`config.mk`:
```
export PLATFORM = sky130hd
export DESIGN_NAME = multi_alarm_ctrl
export DESIGN_NICKNAME = d
export VERILOG_FILES = /design/src/rtl/aclk_pkg.sv /design/src/rtl/alarm_slot.sv /design/src/rtl/multi_alarm_ctrl.sv
export SDC_FILE = /design/constraint.sdc
export NUM_CORES = 1
export LEC_CHECK = 0
export BUFFER_PORTS_ARGS = -buffer_cell sky130_fd_sc_hd__buf_2
export CAP_MARGIN = 15
export CORE_MARGIN = 4
export CORE_UTILIZATION = 55
export DETAILED_ROUTE_END_ITERATION = 12
export GPL_TIMING_DRIVEN = 0
export PLACE_DENSITY = 0.75
export SLEW_MARGIN = 25
export SYNTH_ARGS = -nofsm -noshare
export SYNTH_HDL_FRONTEND = slang
export SYNTH_SLANG_ARGS = --single-unit
```
`constraint.sdc`:
```
create_clock -name clock -period 4.8 [get_ports clock]
set_clock_uncertainty 0.1 [all_clocks]
set_input_delay 1.44 -clock clock [delete_from_list [all_inputs] [get_ports clock]]
set_output_delay 1.44 -clock clock [all_outputs]
set_load 0.1 [all_outputs]
```
`src/rtl/aclk_pkg.sv`:
```
// ============================================================================
// Module      : aclk_pkg
// Description : Shared constants and helpers for the multi-slot alarm block.
// Revision    : 1.0 - initial release
// ============================================================================
`default_nettype none

package aclk_pkg;

   localparam int c_DIGIT_W = 4;

   localparam logic [1:0] c_IDLE    = 2'b00;
   localparam logic [1:0] c_RINGING = 2'b01;
   localparam logic [1:0] c_SNOOZE  = 2'b10;

   // Lowest set bit of a match vector; returns 0 for an empty vector.
   function automatic logic [2:0] lowest_idx(input logic [7:0] vec);
      lowest_idx = 3'd0;
      for (int i = 7; i >= 0; i--) begin
         if (vec[i]) lowest_idx = 3'(i);
      end
   endfunction

endpackage

`default_nettype wire

```
`src/rtl/alarm_slot.sv`:
```
// ============================================================================
// Module      : alarm_slot
// Description : One alarm slot: BCD time store, enable bit and equality hit.
// Revision    : 1.0 - initial release
// ============================================================================
`default_nettype none

module alarm_slot
   import aclk_pkg::*;
(
   input  logic                     clock,
   input  logic                     reset,
   input  logic                     wr_time,
   input  logic                     wr_en,
   input  logic                     en_val,
   input  logic [4*c_DIGIT_W-1:0]   new_time,
   input  logic [4*c_DIGIT_W-1:0]   cur_time,
   output logic [4*c_DIGIT_W-1:0]   slot_time,
   output logic                     hit
);

   logic [4*c_DIGIT_W-1:0] r_time;
   logic                   r_en;

   always_ff @(posedge clock or negedge reset) begin
      if (!reset) begin
         r_time <= '0;
         r_en   <= 1'b0;
      end else begin
         if (wr_time) r_time <= new_time;
         if (wr_en)   r_en   <= en_val;
      end
   end

   assign slot_time = r_time;
   assign hit       = r_en && (r_time == cur_time);

endmodule

`default_nettype wire

```
`src/rtl/multi_alarm_ctrl.sv`:
```
// ============================================================================
// Module      : multi_alarm_ctrl
// Description : NUM_ALARMS-slot BCD alarm with ring/snooze/timeout control.
//               Define ALARM_PULSE_EN for a 1 s on / 1 s off beep while ringing.
// Revision    : 1.0 - initial release
// ============================================================================
`default_nettype none

module multi_alarm_ctrl
   import aclk_pkg::*;
#(
   parameter int NUM_ALARMS  = 4,
   parameter int IDX_W       = 2,
   parameter int SNOOZE_MIN  = 5,
   parameter int MAX_SNOOZE  = 3,
   parameter int TIMEOUT_SEC = 60
) (
   input  logic             clock,
   input  logic             reset,
   input  logic             one_second,
   input  logic             one_minute,
   input  logic [3:0]       cur_ms_hr,
   input  logic [3:0]       cur_ls_hr,
   input  logic [3:0]       cur_ms_min,
   input  logic [3:0]       cur_ls_min,
   input  logic [3:0]       new_ms_hr,
   input  logic [3:0]       new_ls_hr,
   input  logic [3:0]       new_ms_min,
   input  logic [3:0]       new_ls_min,
   input  logic             load_alarm,
   input  logic [IDX_W-1:0] alarm_sel,
   input  logic             en_wr,
   input  logic             en_val,
   input  logic             snooze_button,
   input  logic             stop_button,
   output logic [3:0]       rd_ms_hr,
   output logic [3:0]       rd_ls_hr,
   output logic [3:0]       rd_ms_min,
   output logic [3:0]       rd_ls_min,
   output logic             alarm_sound,
   output logic [IDX_W-1:0] active_idx,
   output logic             ringing,
   output logic             snoozing
);

   localparam int c_TW = 4 * c_DIGIT_W;

   logic [c_TW-1:0]       w_cur, w_new, w_rd, r_prev_time;
   logic [c_TW-1:0]       w_slot_time [NUM_ALARMS];
   logic [NUM_ALARMS-1:0] w_hit, w_match, w_other, w_act_mask;
   logic                  w_time_chg;
   logic [IDX_W-1:0]      w_win_idx, w_other_idx;
   logic                  r_snz_d1, r_snz_d2, r_stp_d1, r_stp_d2;
   logic                  w_stop_p, w_snz_p, w_disable_act;

   logic [1:0]            r_state, w_state_nxt;
   logic [IDX_W-1:0]      r_active_idx, w_active_nxt;
   logic [7:0]            r_sec_cnt, w_sec_nxt;
   logic [3:0]            r_min_cnt, w_min_nxt;
   logic [3:0]            r_snz_cnt, w_snz_cnt_nxt;
   logic                  r_ringing, r_snoozing, r_sound;
   logic                  w_ringing_d, w_snoozing_d, w_sound_d;

   assign w_cur = {cur_ms_hr, cur_ls_hr, cur_ms_min, cur_ls_min};
   assign w_new = {new_ms_hr, new_ls_hr, new_ms_min, new_ls_min};

   generate
      for (genvar gi = 0; gi < NUM_ALARMS; gi++) begin : g_slot
         alarm_slot u_slot (
            .clock     (clock),
            .reset     (reset),
            .wr_time   (load_alarm && (alarm_sel == IDX_W'(gi))),
            .wr_en     (en_wr && (alarm_sel == IDX_W'(gi))),
            .en_val    (en_val),
            .new_time  (w_new),
            .cur_time  (w_cur),
            .slot_time (w_slot_time[gi]),
            .hit       (w_hit[gi])
         );
      end
   endgenerate

   // Out-of-range selects fall through to the zero default.
   always_comb begin
      w_rd = '0;
      for (int i = 0; i < NUM_ALARMS; i++) begin
         if (alarm_sel == IDX_W'(i)) w_rd = w_slot_time[i];
      end
   end

   assign {rd_ms_hr, rd_ls_hr, rd_ms_min, rd_ls_min} = w_rd;

   // A match only fires on the cycle the time value moves.
   assign w_time_chg  = (w_cur != r_prev_time);
   assign w_match     = w_hit & {NUM_ALARMS{w_time_chg}};
   assign w_act_mask  = NUM_ALARMS'(1) << r_active_idx;
   assign w_other     = w_match & ~w_act_mask;
   assign w_win_idx   = IDX_W'(lowest_idx(8'(w_match)));
   assign w_other_idx = IDX_W'(lowest_idx(8'(w_other)));

   assign w_stop_p      = r_stp_d1 && !r_stp_d2;
   assign w_snz_p       = r_snz_d1 && !r_snz_d2 && !w_stop_p;
   assign w_disable_act = en_wr && !en_val && (alarm_sel == r_active_idx);

   always_ff @(posedge clock or negedge reset) begin
      if (!reset) begin
         r_prev_time  <= '0;
         r_snz_d1     <= 1'b0;
         r_snz_d2     <= 1'b0;
         r_stp_d1     <= 1'b0;
         r_stp_d2     <= 1'b0;
         r_state      <= c_IDLE;
         r_active_idx <= '0;
         r_sec_cnt    <= '0;
         r_min_cnt    <= '0;
         r_snz_cnt    <= '0;
         r_ringing    <= 1'b0;
         r_snoozing   <= 1'b0;
         r_sound      <= 1'b0;
      end else begin
         r_prev_time  <= w_cur;
         r_snz_d1     <= snooze_button;
         r_snz_d2     <= r_snz_d1;
         r_stp_d1     <= stop_button;
         r_stp_d2     <= r_stp_d1;
         r_state      <= w_state_nxt;
         r_active_idx <= w_active_nxt;
         r_sec_cnt    <= w_sec_nxt;
         r_min_cnt    <= w_min_nxt;
         r_snz_cnt    <= w_snz_cnt_nxt;
         r_ringing    <= w_ringing_d;
         r_snoozing   <= w_snoozing_d;
         r_sound      <= w_sound_d;
      end
   end

   always_comb begin
      w_state_nxt   = r_state;
      w_active_nxt  = r_active_idx;
      w_sec_nxt     = r_sec_cnt;
      w_min_nxt     = r_min_cnt;
      w_snz_cnt_nxt = r_snz_cnt;
      case (r_state)
         c_IDLE: begin
            if (|w_match) begin
               w_state_nxt   = c_RINGING;
               w_active_nxt  = w_win_idx;
               w_sec_nxt     = '0;
               w_snz_cnt_nxt = '0;
            end
         end
         c_RINGING: begin
            if (w_stop_p || w_disable_act) begin
               w_state_nxt = c_IDLE;
            end else if (w_snz_p && (r_snz_cnt < 4'(MAX_SNOOZE))) begin
               w_state_nxt   = c_SNOOZE;
               w_min_nxt     = 4'(SNOOZE_MIN);
               w_snz_cnt_nxt = r_snz_cnt + 4'd1;
            end else if (one_second) begin
               w_sec_nxt = r_sec_cnt + 8'd1;
               if (r_sec_cnt == 8'(TIMEOUT_SEC - 1)) w_state_nxt = c_IDLE;
            end
         end
         c_SNOOZE: begin
            if (w_stop_p || w_disable_act) begin
               w_state_nxt = c_IDLE;
            end else if (|w_other) begin
               w_state_nxt   = c_RINGING;
               w_active_nxt  = w_other_idx;
               w_sec_nxt     = '0;
               w_snz_cnt_nxt = '0;
            end else if (one_minute) begin
               w_min_nxt = r_min_cnt - 4'd1;
               if (r_min_cnt == 4'd1) begin
                  w_state_nxt = c_RINGING;
                  w_sec_nxt   = '0;
               end
            end
         end
         default: w_state_nxt = c_IDLE;
      endcase
   end

   // Outputs are computed from the next state so they land in registers.
   always_comb begin
      w_ringing_d  = (w_state_nxt == c_RINGING);
      w_snoozing_d = (w_state_nxt == c_SNOOZE);
`ifdef ALARM_PULSE_EN
      if (w_state_nxt != c_RINGING)  w_sound_d = 1'b0;
      else if (r_state != c_RINGING) w_sound_d = 1'b1;
      else if (one_second)           w_sound_d = !r_sound;
      else                           w_sound_d = r_sound;
`else
      w_sound_d = (w_state_nxt == c_RINGING);
`endif
   end

   assign ringing     = r_ringing;
   assign snoozing    = r_snoozing;
   assign alarm_sound = r_sound;
   assign active_idx  = r_active_idx;

endmodule

`default_nettype wire

```
* After elaboration in Yosys (flattened, before gate mapping) *
Cells that the tools add are included.

operators by class
  add/sub/neg operators = 3
  magnitude comparators = 1
  eq/ne operators = 26
  shift-type cells = 1
  muxes and demuxes = 47
  bitwise operators = 3
  reductions and logical operators = 34

operators with widths
  cell                                           number
  == test 16 bit                                 4
  2-to-1 mux 16 bit                              4
  2-to-1 mux 8 bit                               8
  2-to-1 mux 2 bit                               20
  2-to-1 mux 4 bit                               10
  case mux 8 bit (3 select lines)                1
  logical AND 1 bit                              18
  != test 2 bit, second input constant           9
  != test 16 bit                                 1
  case mux 4 bit (3 select lines)                1
  AND reduction 6 bit                            2
  adder 8 x 1 -> 8 bit, second input constant    1
  AND 4 bit                                      2
  == test 2 bit, second input constant           4
  == test 8 x 6 -> 1 bit, second input constant  1
  case mux 4 bit (2 select lines)                1
  AND reduction 8 bit                            1
  OR reduction 4 bit                             2
  == test 2 x 1 -> 1 bit, second input constant  3
  != test 3 bit, second input constant           2
  case mux 2 bit (3 select lines)                1
  adder 4 x 1 -> 4 bit, second input constant    1
  == test 4 x 1 -> 1 bit, second input constant  1
  zero test 1 bit                                4
  other kinds (11)                               13

word-level totals
  bits in registers = 110
  input port bits = 43
  word-level logic and storage cells = 135

* Depth between registers and ports, before layout *
Gate-level depths: netlist (run 1).

  depth in word-level cells = 11
  gate-level depth with buffers = 10
  mapped depth without buffers = 8

* Hierarchy *
Synthesis (run 1) repeated with hierarchy kept, for this count alone.

second synthesis, totals
  cell total of the unflattened synthesis = 457
  area, all modules = 5839.4 sq um

by module, submodules not included
  module            times used  cells an instance  area an instance (sq um)  sequential area each (sq um)
  alarm_slot        4           58                 808.3                     425.4
  multi_alarm_ctrl  1           225                2606.2                    1051.0

* Least setup slack after synthesis (run 1) *
OpenSTA, ideal clock, no wires.

  path kind = input to output
  start = in alarm_sel[0]
  end = out rd_ls_hr[0]
  arrival = 3.196 ns
  required time = 3.260 ns
  slack = 0.064 ns
  cell stages on the path = 3
  cells stage by stage = buf_1 clkbuf_1 mux4_2

between the ends
  cells in the longest elaborated chain, start to end = 5
  elaborated cells on any way between the ends = 8
  those cells by class = eq/ne (3); mux (4); reduce/logical (1)

RTL lines
  what                             RTL line                text
  from (decl)                      multi_alarm_ctrl.sv:31  input logic [IDX_W-1:0] alarm_sel,
  zero test 2 bit                  multi_alarm_ctrl.sv:87  if (alarm_sel == IDX_W'(i)) w_rd = w_slot_time[i];
  2-to-1 mux 16 bit (3 in series)  multi_alarm_ctrl.sv:87
  2-to-1 mux 16 bit *              multi_alarm_ctrl.sv:87
  to (decl)                        multi_alarm_ctrl.sv:37  output logic [3:0] rd_ls_hr,

Mark *: on every way between the ends. The rest lies on a longest branch, timed or not.

* Worst setup path after layout (run 1) *
  start = in alarm_sel[0]
  end = out rd_ls_hr[3]

Same word-level chain as after synthesis.

==> flow_metrics.py, run 1 <==
metrics = {
    "routing": {
        "drcViolationCount": 0,
        "final_antenna_net_count": 0,
        "drt_iter0_markers": 222,
        "routedWlPerCell_um": 19.04,
        "vias_per_cell": 5.668,
        "first_pass_iters": 4,
        "vias": 3905,
        "wirelength_um": 13120,
    },
    "yosys": {
        "synth_cell_types": 41,
        "avgSynthCellArea_um2": 12.08,
        "ys_ff_latch": 110,
        "syn_inst": 475,
        "syn-num-nets": 522,
        "synth_seq_area_share": 0.4796,
        "netlist_area_um2": 5739,
        "yosysWarnings": 0,
    },
    "global_route": {
        "grt_max_degree": 72,
        "grt_overflow_total": 0,
        "grt_pass1_wl_um": 21220,
        "grt_pass1_vias": 4020,
        "gr-usage-all-layers": 0.2355,
        "antenna_found_initial": 0,
    },
    "floorplan": {
        "core_um2": 10230,
        "die_h_um": 110.2,
        "die_x_um": 110.2,
        "io_pins": 64,
        "initial_core_util": 0.5610,
        "die-area_um2": 12130,
        "num_rows": 37,
    },
    "worst_setup_path": {
        "reg2reg_to": "r_state[0]",
        "critical_path.max_stage_delay_ps": 580,
        "crit_fanout": 13,
        "worstSetupEndpointType": "output pin",
        "r2r-start": "r_prev_time[7]",
        "path_class": "in2out",
        "cp.arrival_ps": 3120,
        "worst-path-buf-inv": 3,
        "critPathMostFrequentCell": "buf_2",
        "ff2ff_path_depth": 9,
        "r2r_slack_ps": 1890,
        "crit_chain": "buf_2, clkbuf_2, mux4_2, buf_2",
        "required_ps": 3260,
        "crit_path_start_kind": "primary input",
        "crit_family": "buffers and inverters",
        "crit_slowest_cell": "mux4_2",
    },
    "power": {
        "combPwrFrac": 0.289,
        "pwr-share-seq": 0.465,
        "powerDensity_nw_per_um2": 381.9,
        "p_int_w": 0.001594,
        "clkPwrFrac": 0.245,
        "finalPower_w": 0.002472,
        "ir_worst_vdd_uv": 229.2,
        "power.share.switching": 0.3550,
        "power_leakage_nw": 2.711,
        "switching_power_w": 0.0008776,
    },
    "clock_network": {
        "clockBufferDepth": 2,
        "clock_latency_ps": 390,
        "hold_buffers": 0,
        "cts_htree_levels": 3,
        "root_buffer": "clkbuf_8",
        "numCtsBuffers": 9,
        "clock-sinks": 110,
        "path_clk_slew_ps": 100,
        "cts_tree": "yes",
    },
    "cells_and_area": {
        "multi_input_area_um2": 2794,
        "area_growth_pct": 12.78,
        "layout_common_cells": "110 x dfrtp_1, 68 x mux2_2, 66 x buf_2",
        "regArea_um2": 2753,
        "drive_gt1_frac": 0.3255,
        "antenna-diode-count": 0,
        "mostFrequentLayoutCell": "dfrtp_1",
        "fillers": 829,
        "finalNetCount": 595,
    },
    "sta": {
        "period_share": 0.9712,
        "setup_viol": 0,
        "finalSetupTns_ps": 0,
        "fmax_ghz": 0.2145,
        "rsz0062_at_grt": "false",
        "worst_pin_slew_ps": 765.6,
        "maxSlewHeadroom": 0.4896,
        "period_minus_slack_ps": 4662,
        "finalHoldViolCount": 0,
        "slew_violations": 0,
    },
    "worst_hold_path": {
        "whs_endpoint": "r_stp_d2",
        "min_path_cells": 0,
        "hold_class": "reg2reg",
        "worstHoldStart": "r_stp_d1",
    },
    "placement": {
        "dpl.hpwl_um": 9700,
        "portBuffers": 63,
        "gp_congestion": 0.8496,
    },
    "outcome": {
        "status": "finished clean",
    },
    "job": {
        "drv_cap": 0,
    },
}
[stage by stage]
stage	cells	cell area, µm²	hold WS, ps	utilization	worst slack, ps
floorplan	475	5739	253.3	-	63.64
global placement	674	6225	267.0	0.6084	-599.0
detailed placement	675	6259	270.6	0.6117	-620.4
CTS	689	6472	292.0	0.6326	124.2
global route	689	6472	310.6	0.6326	62.36
finish	689	6472	288.6	0.6326	138.0
[cells in the mapped netlist]
master | n | area, µm²
o41a_1 | 2 | 22.52
dfrtp_1 | 110 | 2753
buf_1 | 3 | 11.26
nand2_1 | 25 | 93.84
a41oi_1 | 1 | 8.760
o21ai_1 | 1 | 5.000
mux2i_1 | 8 | 80.08
and3_1 | 4 | 25.02
nor2b_1 | 8 | 50.05
nand4b_1 | 1 | 8.760
buf_4 | 1 | 7.510
and2_1 | 4 | 25.02
ha_1 | 4 | 50.05
o21ai_0 | 5 | 25.02
or4_4 | 1 | 11.26
nand3_1 | 15 | 75.07
xor2_1 | 32 | 280.3
a2bb2oi_1 | 1 | 8.760
o211ai_1 | 2 | 15.01
a32oi_1 | 1 | 8.760
inv_1 | 13 | 48.80
buf_6 | 3 | 33.78
o22ai_1 | 1 | 6.260
nor4_1 | 10 | 62.56
a31o_2 | 2 | 17.52
a21oi_1 | 7 | 35.03
xnor2_1 | 50 | 437.9
a211o_1 | 2 | 17.52
nor3b_1 | 2 | 15.01
mux2_2 | 68 | 765.7
mux4_2 | 16 | 360.4
a31oi_1 | 11 | 68.82
a21o_1 | 1 | 7.510
nor3_1 | 4 | 20.02
buf_2 | 4 | 20.02
nand2b_1 | 2 | 12.51
nor2_1 | 15 | 56.30
clkbuf_1 | 19 | 71.32
or3b_2 | 2 | 17.52
a21boi_4 | 1 | 18.77
nand4_1 | 13 | 81.33
[flip-flops by register name, summed over array words and instances, names as in the netlist, 2 cells and up]
name	count
r_sec_cnt	8
r_snz_cnt	4
r_prev_time	16
g_slot.u_slot.slot_time	64
active_idx	2
r_state	2
r_min_cnt	4
g_slot.u_slot.r_en	4
[logic make-up after synthesis]
family / Yosys count / synth area share
buffers and inverters: 43 / 0.03357
AND/OR/NAND/NOR: 106 / 0.09658
XOR/XNOR: 82 / 0.1251
adder cells (fa/ha/maj): 4 / 0.008721
multiplexers: 92 / 0.2102
AO/OA/AOI/OAI: 38 / 0.04622
flip-flops: 110 / 0.4796
[metal layers]
metal  global-route usage  routed length (µm)  share of wire  up-vias
met1               0.3121                5765           0.44     1955
met3              0.05242                 650          0.050       23
met4              0.08091                 340          0.026        0
met2               0.3847                6362           0.48      108
met5                    0                   0              0        -
li1                     -                   -              -     1819
[power groups by stage]
stage	logic [W]	clock network, W	registers [W]
final	0.000716	0.000606	0.00115
after global routing	0.000757	0.000667	0.00117
after CTS	0.000721	0.000617	0.00115
after detailed placement	0.000718	0	0.00117
after global placement	0.000705	0	0.00116
after floorplan	0.000564	0	0.00114
[worst max-delay path by stage]
stage	start	to	slack, ps	depth (start not counted)
2_1_floorplan	alarm_sel[0]	rd_ls_hr[0]	60	3
3_3_place_gp	alarm_sel[0]	rd_ls_hr[3]	-600	5
3_5_place_dp	alarm_sel[0]	rd_ls_hr[3]	-620	5
4_1_cts	alarm_sel[0]	rd_ls_hr[3]	120	4
5_1_grt	alarm_sel[0]	rd_ls_hr[3]	60	4
6_report	alarm_sel[0]	rd_ls_hr[3]	140	4
[layout make-up]
class / instances / area share
clock buffer: 12 / 0.02552
tap: 136 / 0.02629
inverter: 13 / 0.007539
multi-input combinational: 322 / 0.4317
buffer: 28 / 0.02146
sequential: 110 / 0.4253
clock inverter: 4 / 0.008312
timing repair buffer: 64 / 0.05393
[timing repair]
item	4_1_cts	5_1_grt
gates resized for setup	2	0
buffers inserted	0	0
endpoints found under the setup margin	13	0
(Power assumes the default switching activity.)
==> run 2, diff against run 1 <==
--- a/config.mk
+++ b/config.mk
@@ -11,7 +11,7 @@
 export CORE_UTILIZATION = 55
 export DETAILED_ROUTE_END_ITERATION = 12
 export GPL_TIMING_DRIVEN = 0
-export PLACE_DENSITY = 0.75
+export PLACE_DENSITY = 0.76
 export SLEW_MARGIN = 25
 export SYNTH_ARGS = -nofsm -noshare
 export SYNTH_HDL_FRONTEND = slang
==> run 2 against run 1 <==
  * Worst hold slack better by 25 ps
  * Largest cell class unchanged
  * Clock power decreased by 5.6%
  * Combinational power is essentially flat
  * Highest routed layer unchanged
  * Critical endpoint is now rd_ms_hr[0]
==> flow_metrics.py, run 2 (synthesized netlist as in run 1, its figures left out) <==
metrics = {
    "cells_and_area": {
        "finalNetCount": 595,
        "drive_gt1_frac": 0.3255,
        "area_growth_pct": 12.38,
        "regArea_um2": 2753,
        "fin_util": 0.6304,
        "fillers": 857,
        "mostFrequentLayoutCell": "dfrtp_1",
        "layout_common_cells": "110 x dfrtp_1, 68 x mux2_2, 66 x buf_2",
        "largest_reg_flops": 64,
        "multi_input_area_um2": 2794,
        "antenna-diode-count": 0,
        "finalInstanceArea_um2": 6450,
    },
    "routing": {
        "wl_met2_um": 6550,
        "wl_met1_um": 5900,
        "drcViolationCount": 0,
        "vias_per_cell": 5.689,
        "vias": 3920,
        "drt_iter0_markers": 175,
        "first_pass_iters": 4,
        "routedWlPerCell_um": 19.42,
        "wirelength_um": 13380,
        "wl_met3_um": 642,
        "top_layer": "met4",
        "final_antenna_net_count": 0,
    },
    "worst_setup_path": {
        "worstSetupEndpointType": "output pin",
        "r2r-start": "g_slot[3].u_slot.slot_time[1]",
        "cp.arrival_ps": 3110,
        "r2r_slack_ps": 1830,
        "critPathLaunch": "alarm_sel[0]",
        "reg2reg_to": "active_idx[1]",
        "ff2ff_path_depth": 8,
        "path_class": "in2out",
        "required_ps": 3260,
        "crit_path_start_kind": "primary input",
        "crit_fanout": 13,
    },
    "placement": {
        "place_ws_ps": -648.3,
        "gp_congestion": 0.9221,
        "portBuffers": 63,
        "dpl.hpwl_um": 9944,
        "placed_area_um2": 6259,
    },
    "global_route": {
        "antenna_found_initial": 0,
        "grt_pass1_vias": 4160,
        "grt_pass1_wl_um": 21960,
        "grt_overflow_total": 0,
        "grt_max_degree": 69,
        "gr-usage-all-layers": 0.2445,
    },
    "sta": {
        "worst_pin_slew_ps": 823.1,
        "period_share": 0.9679,
        "fmax_ghz": 0.2153,
        "maxSlewHeadroom": 0.4513,
        "rsz0062_at_grt": "false",
        "period_minus_slack_ps": 4646,
        "setup_viol": 0,
        "slew_violations": 0,
        "finalSetupTns_ps": 0,
        "finalHoldViolCount": 0,
        "setup_slack_ps": 154.3,
        "holdWs_ps": 313.2,
    },
    "floorplan": {
        "die-area_um2": 12130,
        "num_rows": 37,
        "io_pins": 64,
        "core_um2": 10230,
        "initial_core_util": 0.5610,
        "die_h_um": 110.2,
        "die_x_um": 110.2,
    },
    "clock_network": {
        "cts_tree": "yes",
        "clockBufferDepth": 2,
        "cts_htree_levels": 3,
        "clock_latency_ps": 390,
        "hold_buffers": 0,
        "root_buffer": "clkbuf_8",
        "cts_resized": 2,
        "clock-sinks": 110,
        "cts_setup_buffers": 0,
        "path_clk_slew_ps": 110,
        "numCtsBuffers": 9,
    },
    "worst_hold_path": {
        "whs_endpoint": "r_stp_d2",
        "worstHoldStart": "r_stp_d1",
        "min_path_cells": 0,
        "hold_class": "reg2reg",
    },
    "power": {
        "power_leakage_nw": 2.702,
        "ir_worst_vdd_uv": 310.7,
        "powerDensity_nw_per_um2": 377.8,
    },
    "job": {
        "drv_cap": 0,
    },
    "outcome": {
        "status": "finished clean",
    },
}
## run 2: changes by cell type in the layout (fill, tap and decap cells not counted), sizes merged
cell and delta:
clkbuf -3, clkinv +2, inv +1
## run 2: how the worst max path moves through the flow
stage	depth (start not counted)	to
floorplan	3	rd_ls_hr[0]
global placement	5	rd_ls_hr[2]
detailed placement	5	rd_ls_hr[2]
CTS	4	rd_ls_hr[2]
global route	4	rd_ls_hr[2]
finish	4	rd_ms_hr[0]
## run 2: cell type report
cell class,count,area share
Multi-Input combinational cell,322,0.4332
Sequential cell,110,0.4268
Timing Repair Buffer,64,0.05412
Clock buffer,9,0.01920
Tap cell,136,0.02638
Inverter,13,0.007565
Buffer,28,0.02153
Clock inverter,7,0.01125
## run 2: power by group
group	switching [W]	total, W	internal [W]
sequential	0.000105	0.00115	0.00104
combinational	0.000450	0.000715	0.000265
clock	0.000329	0.000572	0.000242
## run 2: worst max-delay path, cell delays in order
cell and delay (ps):
buf_2 330, clkbuf_2 440, mux4_2 570, buf_2 310
## run 2: per-stage QoR
stage	std cells	total power, W
2_1_floorplan	475	0.001703
3_3_place_gp	674	0.001863
3_5_place_dp	675	0.001885
4_1_cts	689	0.002450
5_1_grt	689	0.002547
6_report	689	0.002437
## run 2: routing by layer
layer  track usage  up-vias
li1              -     1819
met1        0.3318     1979
met2        0.3964       99
met3       0.04426       23
met4       0.08883        0
met5             0        -
